<file path="config.mk">
export PLATFORM = sky130hd
export DESIGN_NAME = demux_stream_1n
export DESIGN_NICKNAME = d
export VERILOG_FILES = /design/src/rtl/demux_pkg.sv /design/src/rtl/demux_sel_decode.sv /design/src/rtl/demux_stream_1n.sv
export SDC_FILE = /design/constraint.sdc
export NUM_CORES = 1
export LEC_CHECK = 0
export CELL_PAD_IN_SITES_DETAIL_PLACEMENT = 1
export CELL_PAD_IN_SITES_GLOBAL_PLACEMENT = 1
export CORE_ASPECT_RATIO = 0.6
export CORE_MARGIN = 2
export CORE_UTILIZATION = 23
export CTS_CLUSTER_SIZE = 10
export DETAILED_ROUTE_END_ITERATION = 16
export PLACE_DENSITY_LB_ADDON = 0.1
export SETUP_SLACK_MARGIN = 0.3
export SLEW_MARGIN = 25
export SYNTH_ARGS = -nofsm -noshare
export SYNTH_HDL_FRONTEND = slang
export SYNTH_SLANG_ARGS = --single-unit
</file>
<file path="constraint.sdc">
create_clock -name clk -period 1.43 [get_ports clk]
set_input_delay 0.286 -clock clk [delete_from_list [all_inputs] [get_ports clk]]
set_output_delay 0.286 -clock clk [all_outputs]
set_load 0.05 [all_outputs]
</file>
<file path="src/rtl/demux_pkg.sv">
// Shared constants and helpers for the demux_stream_1n 1:N stream demultiplexer.
package demux_pkg;

  localparam int DEMUX_DATA_W = 8;
  localparam int DEMUX_NUM_CH = 8;
  localparam int DEMUX_MAX_CH = 64;

  typedef enum logic {
    ST_EMPTY = 1'b0,
    ST_FULL  = 1'b1
  } demux_state_e;

  // Index beyond the widest supported channel count shifts out to an all-zero mask.
  function automatic logic [DEMUX_MAX_CH-1:0] demux_onehot(input int unsigned idx);
    return DEMUX_MAX_CH'(1) << idx;
  endfunction

  // High when a counter of the given width still has headroom for one more increment.
  function automatic logic demux_sat_step(input logic [63:0] val, input int unsigned width);
    logic [63:0] max_val;
    max_val = (width >= 64) ? '1 : ((64'(1) << width) - 64'(1));
    return (val != max_val);
  endfunction

endpackage

</file>
<file path="src/rtl/demux_sel_decode.sv">
// Select decoder: maps a channel index (or a broadcast request) to a destination
// mask and flags indices that name no existing channel.
module demux_sel_decode
  import demux_pkg::*;
#(
  parameter  int NUM_CH = DEMUX_NUM_CH,
  localparam int SEL_W  = $clog2(NUM_CH)
) (
  input  logic [SEL_W-1:0]  i_sel,
  input  logic              i_bcast,
  output logic [NUM_CH-1:0] o_mask,
  output logic              o_oor
);

  logic [DEMUX_MAX_CH-1:0] w_oh;
  logic                    w_above;

  assign w_oh = demux_onehot(32'(i_sel));

  // A one-hot bit landing above the channel range means the index is out of range.
  generate
    if (NUM_CH < DEMUX_MAX_CH) begin : g_range
      assign w_above = |w_oh[DEMUX_MAX_CH-1:NUM_CH];
    end else begin : g_full
      assign w_above = 1'b0;
    end
  endgenerate

  assign o_oor  = ~i_bcast & w_above;
  assign o_mask = i_bcast ? '1 : w_oh[NUM_CH-1:0];

endmodule

</file>
<file path="src/rtl/demux_stream_1n.sv">
// Registered 1:N stream demultiplexer with a one-deep output stage and per-channel
// valid/ready. Define DEMUX_BROADCAST_EN to add the s_bcast all-channel load.
module demux_stream_1n
  import demux_pkg::*;
#(
  parameter  int DATA_W = DEMUX_DATA_W,
  parameter  int NUM_CH = DEMUX_NUM_CH,
  parameter  int ERR_W  = 16,
  localparam int SEL_W  = $clog2(NUM_CH)
) (
  input  logic              clk,
  input  logic              rst,
  input  logic              s_valid,
  output logic              s_ready,
  input  logic [DATA_W-1:0] s_data,
  input  logic [SEL_W-1:0]  s_sel,
`ifdef DEMUX_BROADCAST_EN
  input  logic              s_bcast,
`endif
  output logic [NUM_CH-1:0] m_valid,
  input  logic [NUM_CH-1:0] m_ready,
  output logic [DATA_W-1:0] m_data,
  output logic [ERR_W-1:0]  err_cnt
);

  logic [NUM_CH-1:0] r_pend;
  logic [DATA_W-1:0] r_data;
  logic [ERR_W-1:0]  r_err;

  logic [NUM_CH-1:0] w_mask;
  logic              w_oor;
  logic              w_bcast;
  logic              w_done;
  logic              w_load;
  logic              w_err_step;
  demux_state_e      w_state;

`ifdef DEMUX_BROADCAST_EN
  assign w_bcast = s_bcast;
`else
  assign w_bcast = 1'b0;
`endif

  demux_sel_decode #(
    .NUM_CH (NUM_CH)
  ) u_dec (
    .i_sel   (s_sel),
    .i_bcast (w_bcast),
    .o_mask  (w_mask),
    .o_oor   (w_oor)
  );

  assign w_state    = (r_pend == '0) ? ST_EMPTY : ST_FULL;
  // Done once every still-pending channel is accepting on this edge.
  assign w_done     = (w_state == ST_FULL) && ((r_pend & ~m_ready) == '0);
  assign s_ready    = (w_state == ST_EMPTY) || w_done;
  assign w_load     = s_valid & s_ready;
  assign w_err_step = demux_sat_step(64'(r_err), ERR_W);

  always_ff @(posedge clk or posedge rst) begin
    if (rst) begin
      r_pend <= '0;
      r_data <= '0;
      r_err  <= '0;
    end else if (w_load) begin
      // A new load replaces whatever mask was released on this same edge.
      if (w_oor) begin
        r_pend <= '0;
        r_err  <= r_err + ERR_W'(w_err_step);
      end else begin
        r_pend <= w_mask;
        r_data <= s_data;
      end
    end else begin
      r_pend <= r_pend & ~m_ready;
    end
  end

  assign m_valid = r_pend;
  assign m_data  = r_data;
  assign err_cnt = r_err;

endmodule

</file>
==> results.json, run 1 <==
{
  "cp_slowest_cell": "clkdlybuf4s50_1",
  "outcome": "finished with violations",
  "syn_to_final_growth_pct": 106,
  "grt_pass1_vias": 737,
  "max-cap-violations": 0,
  "synthesis.instances": 74,
  "vdd_drop_max_v": 0.000575,
  "synthDistinctLibCells": 26,
  "first_iter_violations": 8,
  "num_vias": 710,
  "cp.required_ns": 1.14,
  "p_int_uw": 1290,
  "rsz0062_at_grt": "yes",
  "power.switching_uw": 756,
  "final-hold-violation-count": 0,
  "place_congestion": 0.689,
  "dp_cells": 171,
  "postCtsHoldBufs": 0,
  "grt_overflow": 0,
  "fin_skew_ns": 0.000754,
  "io_pins": 55,
  "seqPwrFrac_pct": 29.6,
  "layout_min_cycle_time_ns": 1.68,
  "max_freq_ghz": 0.596,
  "final_cell_mix": "buf_12, conb_1, clkdlybuf4s50_1, buf_4, buf_6",
  "setup_slack_ns": -0.247,
  "netlist_area_um2": 853,
  "coreArea_mm2": 0.00362,
  "vias_per_cell": 3.88,
  "power.share.clock_pct": 18.8,
  "first_pass_iters": 4,
  "stdcell_count": 183,
  "cp.arrival_ns": 1.39,
  "htree_num_levels": 1,
  "drc_errors": 0,
  "switching_share_pct": 36.9,
  "period_share_pct": 117,
  "die_height_um": 51.2,
  "wl_per_cell_um": 11.8,
  "worstSkewPairLatency_ns": 0.24,
  "crit_type": "input port to primary output",
  "final_common_cell": "buf_12",
  "dp_slack_ns": -0.430,
  "root_buffer": "clkbuf_8",
  "ant_nets": 0,
  "cts_inserted_buffers": 3,
  "cpPeakStageDelay_ns": 0.45,
  "port_buffers": 38,
  "hpwlAfterDp_mm": 1.64,
  "cts_max_path_buffers": 2,
  "cts_sinks": 16,
  "final-max-slew-violation-count": 0,
  "syn_avg_cell_area_um2": 11.5,
  "initial_utilization_pct": 23.6,
  "crit_fanout": 2,
  "hold_path.class": "input port to asynchronous set/reset pin",
  "grt_max_degree": 17,
  "die-area_mm2": 0.00423,
  "ys_warn_count": 0,
  "rows": 17,
  "antenna_found_initial": 0,
  "clk_pin_slew_worst_paths_ns": 0.06,
  "gr-usage-all-layers_pct": 11.6,
  "cp-start-kind": "input port",
  "final_nets": 159,
  "antenna_cells": 0,
  "power_uw": 2050,
  "p_leak_uw": 0.000807,
  "power_density_mw_per_mm2": 1170,
  "finalSetupViolCount": 15,
  "combPwrFrac_pct": 51.6,
  "cts_tree": "yes",
  "violations": "setup timing",
  "crit_path_end_kind": "primary output",
  "drive_above_1_share_pct": 55.9,
  "grt_pass1_wl_mm": 3.46,
  "yosysSeqAreaShare_pct": 46.9,
  "fp.dieW_um": 82.6,
  "wl_mm": 2.16,
  "crit_chain": "clkdlybuf4s50_1 > nand2b_1 > and4_4 > and2_4 > buf_12",
  "ys_seq_elements": 16
}
-- kinds of logic after synthesis --
group / Yosys count / share of synthesized area, %
flip-flops: 16 / 46.9
multiplexers: 8 / 11.9
buffers and inverters: 21 / 17.2
AND/OR/NAND/NOR: 20 / 16.0
AO/OA/AOI/OAI: 8 / 7.62
other: 1 / 0.439
-- synth_stat cells, drive strengths merged --
| cell type | count | area [µm²] |
|---|---|---|
| nor2 | 1 | 3.75 |
| conb | 1 | 3.75 |
| mux2 | 8 | 101 |
| nor2b | 2 | 12.5 |
| nand3b | 2 | 15.0 |
| and4 | 1 | 8.76 |
| nand2b | 6 | 37.5 |
| a31o | 1 | 8.76 |
| clkbuf | 1 | 3.75 |
| inv | 2 | 7.51 |
| o21ai | 4 | 20.0 |
| nor3 | 1 | 5.00 |
| o41ai | 1 | 16.3 |
| and4bb | 1 | 12.5 |
| nand3 | 3 | 27.5 |
| nand2 | 2 | 7.51 |
| o21bai | 1 | 7.51 |
| buf | 18 | 135 |
| o31ai | 1 | 12.5 |
| dfrtp | 16 | 400 |
| and2 | 1 | 6.26 |
-- through the flow --
stage	hold WS, ns	setup TNS (ns)	instance area (µm²)	utilization (%)
CTS	0.346	-2.41	1710	47.3
global route	0.362	-3.44	1750	48.5
detailed placement	0.518	-6.31	1520	42.0
finish	0.342	-2.19	1750	48.5
global placement	0.517	-5.91	1520	42.0
floorplan	0.199	-1.34	927	-
-- what timing repair did --
item                       CTS  global route
setup endpoints to repair   25            31
resized for setup           27             5
pin swaps                    7             4
buffers inserted             6             1
cloned                       1             0
-- power groups by stage --
stage	registers (µW)	logic [µW]	clock network, µW
after global placement	604	981	0
after detailed placement	603	988	0
final	606	1060	385
after CTS	605	1050	404
after global routing	616	1100	427
after floorplan	823	306	0
-- final timing paths --
path,cells after the start,slack [ns],to,start
worst max-delay path,5,-0.25,s_ready,m_ready[4]
worst min-delay path,3,0.34,m_data[4],rst
worst max register to register,6,-0.19,m_data[0],m_valid[2]
worst min register to register,2,0.56,m_valid[4],m_valid[4]
max in group asynchronous,3,0.89,m_valid[3],rst
min in group clk,4,0.56,m_valid[1],m_ready[1]
-- layout make-up --
class	instances	area, µm²
Clock buffer	4	55.1
Fill cell	385	1860
Inverter	2	7.51
Multi-Input combinational cell	53	469
Sequential cell	16	409
Tap cell	47	58.8
Timing Repair Buffer	61	754
-- flip-flops by register name, indices dropped and copies added (netlist names) --
register  count
m_valid       8
m_data        8
-- critical path: cells and delay by family --
family | cells | cell delay, ns
buf+inv | 2 | 0.58
simple gates | 3 | 0.53
-- metal layers --
layer	vias to the layer above	global-route usage (%)	part of all wire [%]
li1	342	-	-
met1	336	14.6	43
met2	28	17.3	49
met3	4	4.95	7.0
met4	0	4.92	1.3
met5	-	0	0
(Power assumes the default switching activity.)
==> inputs of run 2 (changes only) <==
--- a/config.mk
+++ b/config.mk
@@ -13,6 +13,7 @@
 export CTS_CLUSTER_SIZE = 10
 export DETAILED_ROUTE_END_ITERATION = 16
 export PLACE_DENSITY_LB_ADDON = 0.1
+export REMOVE_ABC_BUFFERS = 1
 export SETUP_SLACK_MARGIN = 0.3
 export SLEW_MARGIN = 25
 export SYNTH_ARGS = -nofsm -noshare
==> results.json, run 2 (synthesis results as in run 1) <==
{
  "cp_top_family": "simple AND/OR/NAND/NOR gates",
  "clk_pin_slew_worst_paths_ns": 0.07,
  "fin_setup_tns_ns": -2.30,
  "fp.dieW_um": 82.6,
  "worstSkewPairLatency_ns": 0.25,
  "post-route-util_pct": 48.8,
  "max-cap-violations": 0,
  "crit_fanout": 2,
  "die-area_mm2": 0.00423,
  "hpwlAfterDp_mm": 1.60,
  "antenna_found_initial": 0,
  "place_congestion": 0.767,
  "htree_num_levels": 1,
  "outcome": "finished with violations",
  "hold_path.class": "input port to asynchronous set/reset pin",
  "port_buffers": 38,
  "max_freq_ghz": 0.606,
  "rows": 17,
  "wl_met2_mm": 1.07,
  "violations": "setup timing",
  "cts_inserted_buffers": 3,
  "ant_nets": 0,
  "cp_num_buf_inv": 1,
  "wl_mm": 2.38,
  "p_leak_uw": 0.000836,
  "grt_overflow": 0,
  "grt_pass1_wl_mm": 3.86,
  "drc_errors": 0,
  "rsz0062_at_grt": "yes",
  "gr-usage-all-layers_pct": 12.5,
  "first_iter_violations": 21,
  "cts_sinks": 16,
  "final_common_cell": "buf_12",
  "fin_skew_ns": 0.00231,
  "num_vias": 726,
  "coreArea_mm2": 0.00362,
  "antenna_cells": 0,
  "crit_chain": "nor2b_4 > and4bb_2 > and2_4 > buf_12",
  "power_density_mw_per_mm2": 1190,
  "grt_pass1_vias": 809,
  "cts_max_path_buffers": 2,
  "wl_per_cell_um": 12.8,
  "cp.required_ns": 1.14,
  "met1Wirelength_mm": 1.12,
  "layout_min_cycle_time_ns": 1.65,
  "final_cell_mix": "buf_12, conb_1, dfrtp_1, buf_6, clkdlybuf4s50_1",
  "die_height_um": 51.2,
  "vias_per_cell": 3.92,
  "crit_path_end_kind": "primary output",
  "dp_cells": 167,
  "final-hold-violation-count": 0,
  "syn_to_final_growth_pct": 107,
  "final-max-slew-violation-count": 0,
  "vdd_drop_max_v": 0.000537,
  "io_pins": 55,
  "first_pass_iters": 3,
  "cts_tree": "yes",
  "grt_max_degree": 17,
  "root_buffer": "clkbuf_8",
  "period_share_pct": 115,
  "finalSetupViolCount": 15,
  "cp-start-kind": "flop",
  "stdcell_count": 185,
  "cp.arrival_ns": 1.36,
  "cpPeakStageDelay_ns": 0.39,
  "drive_above_1_share_pct": 52.9,
  "highest_layer": "met4",
  "cp_slowest_cell": "dfrtp_1",
  "final_nets": 161,
  "dr_wl_met3_um": 181,
  "crit_type": "flop to primary output",
  "setup_slack_ns": -0.220,
  "initial_utilization_pct": 23.6
}
[run 2: layout make-up]
class                      count  area (µm²)
inverter                       2        7.51
sequential                    16         400
tap                           47        58.8
multi-input combinational     53         460
clock buffer                   4        55.1
fill                         386        1850
timing repair buffer          63         781
[run 2: metrics by stage]
stage / instance area [µm²] / hold slack, ns / power, µW / worst slack [ns]
final: 1760 / 0.346 / 2090 / -0.220
after global routing: 1760 / 0.377 / 2190 / -0.262
after CTS: 1730 / 0.351 / 2100 / -0.230
after detailed placement: 1470 / 0.510 / 1580 / -0.464
after global placement: 1470 / 0.502 / 1570 / -0.422
after floorplan: 771 / 0.200 / 1070 / -0.378
[run 2: repair_timing]
item	CTS	global route
endpoints found under the setup margin	25	33
endpoints found under the hold margin	0	0
pin swaps	8	5
hold buffers	0	0
gates resized for setup	37	4
setup buffers	10	3
gates cloned	1	0
[run 2: worst register-to-register path, delay by kind of cell, from the launching register on]
kind / cells / cell delay, ns
multiplexers: 1 / 0.34
flip-flops: 1 / 0.39
AND/OR/NAND/NOR: 3 / 0.57
buffers and inverters: 2 / 0.22
[run 2: worst paths after layout]
| path | start | end | slack, ns | cells past startpoint |
|---|---|---|---|---|
| min reg2reg | m_valid[7] | m_valid[7] | 0.55 | 2 |
| max in group asynchronous | rst | m_valid[6] | 0.90 | 3 |
| max | m_valid[0] | s_ready | -0.22 | 4 |
| min | rst | m_data[6] | 0.35 | 3 |
| min in group clk | m_ready[6] | m_valid[6] | 0.42 | 3 |
| max reg2reg | m_valid[0] | m_data[6] | -0.21 | 6 |
[run 2: power by group]
part	switching (µW)	total (µW)	internal, µW
clock network	160	405	244
logic	547	1090	541
registers	78.2	602	524
total	785	2090	1310
[run 2: metal layers]
metal	up-vias	GRT usage (%)
met3	2	4.24
met4	0	2.46
met1	350	16.9
met5	-	0
li1	344	-
met2	30	19.5
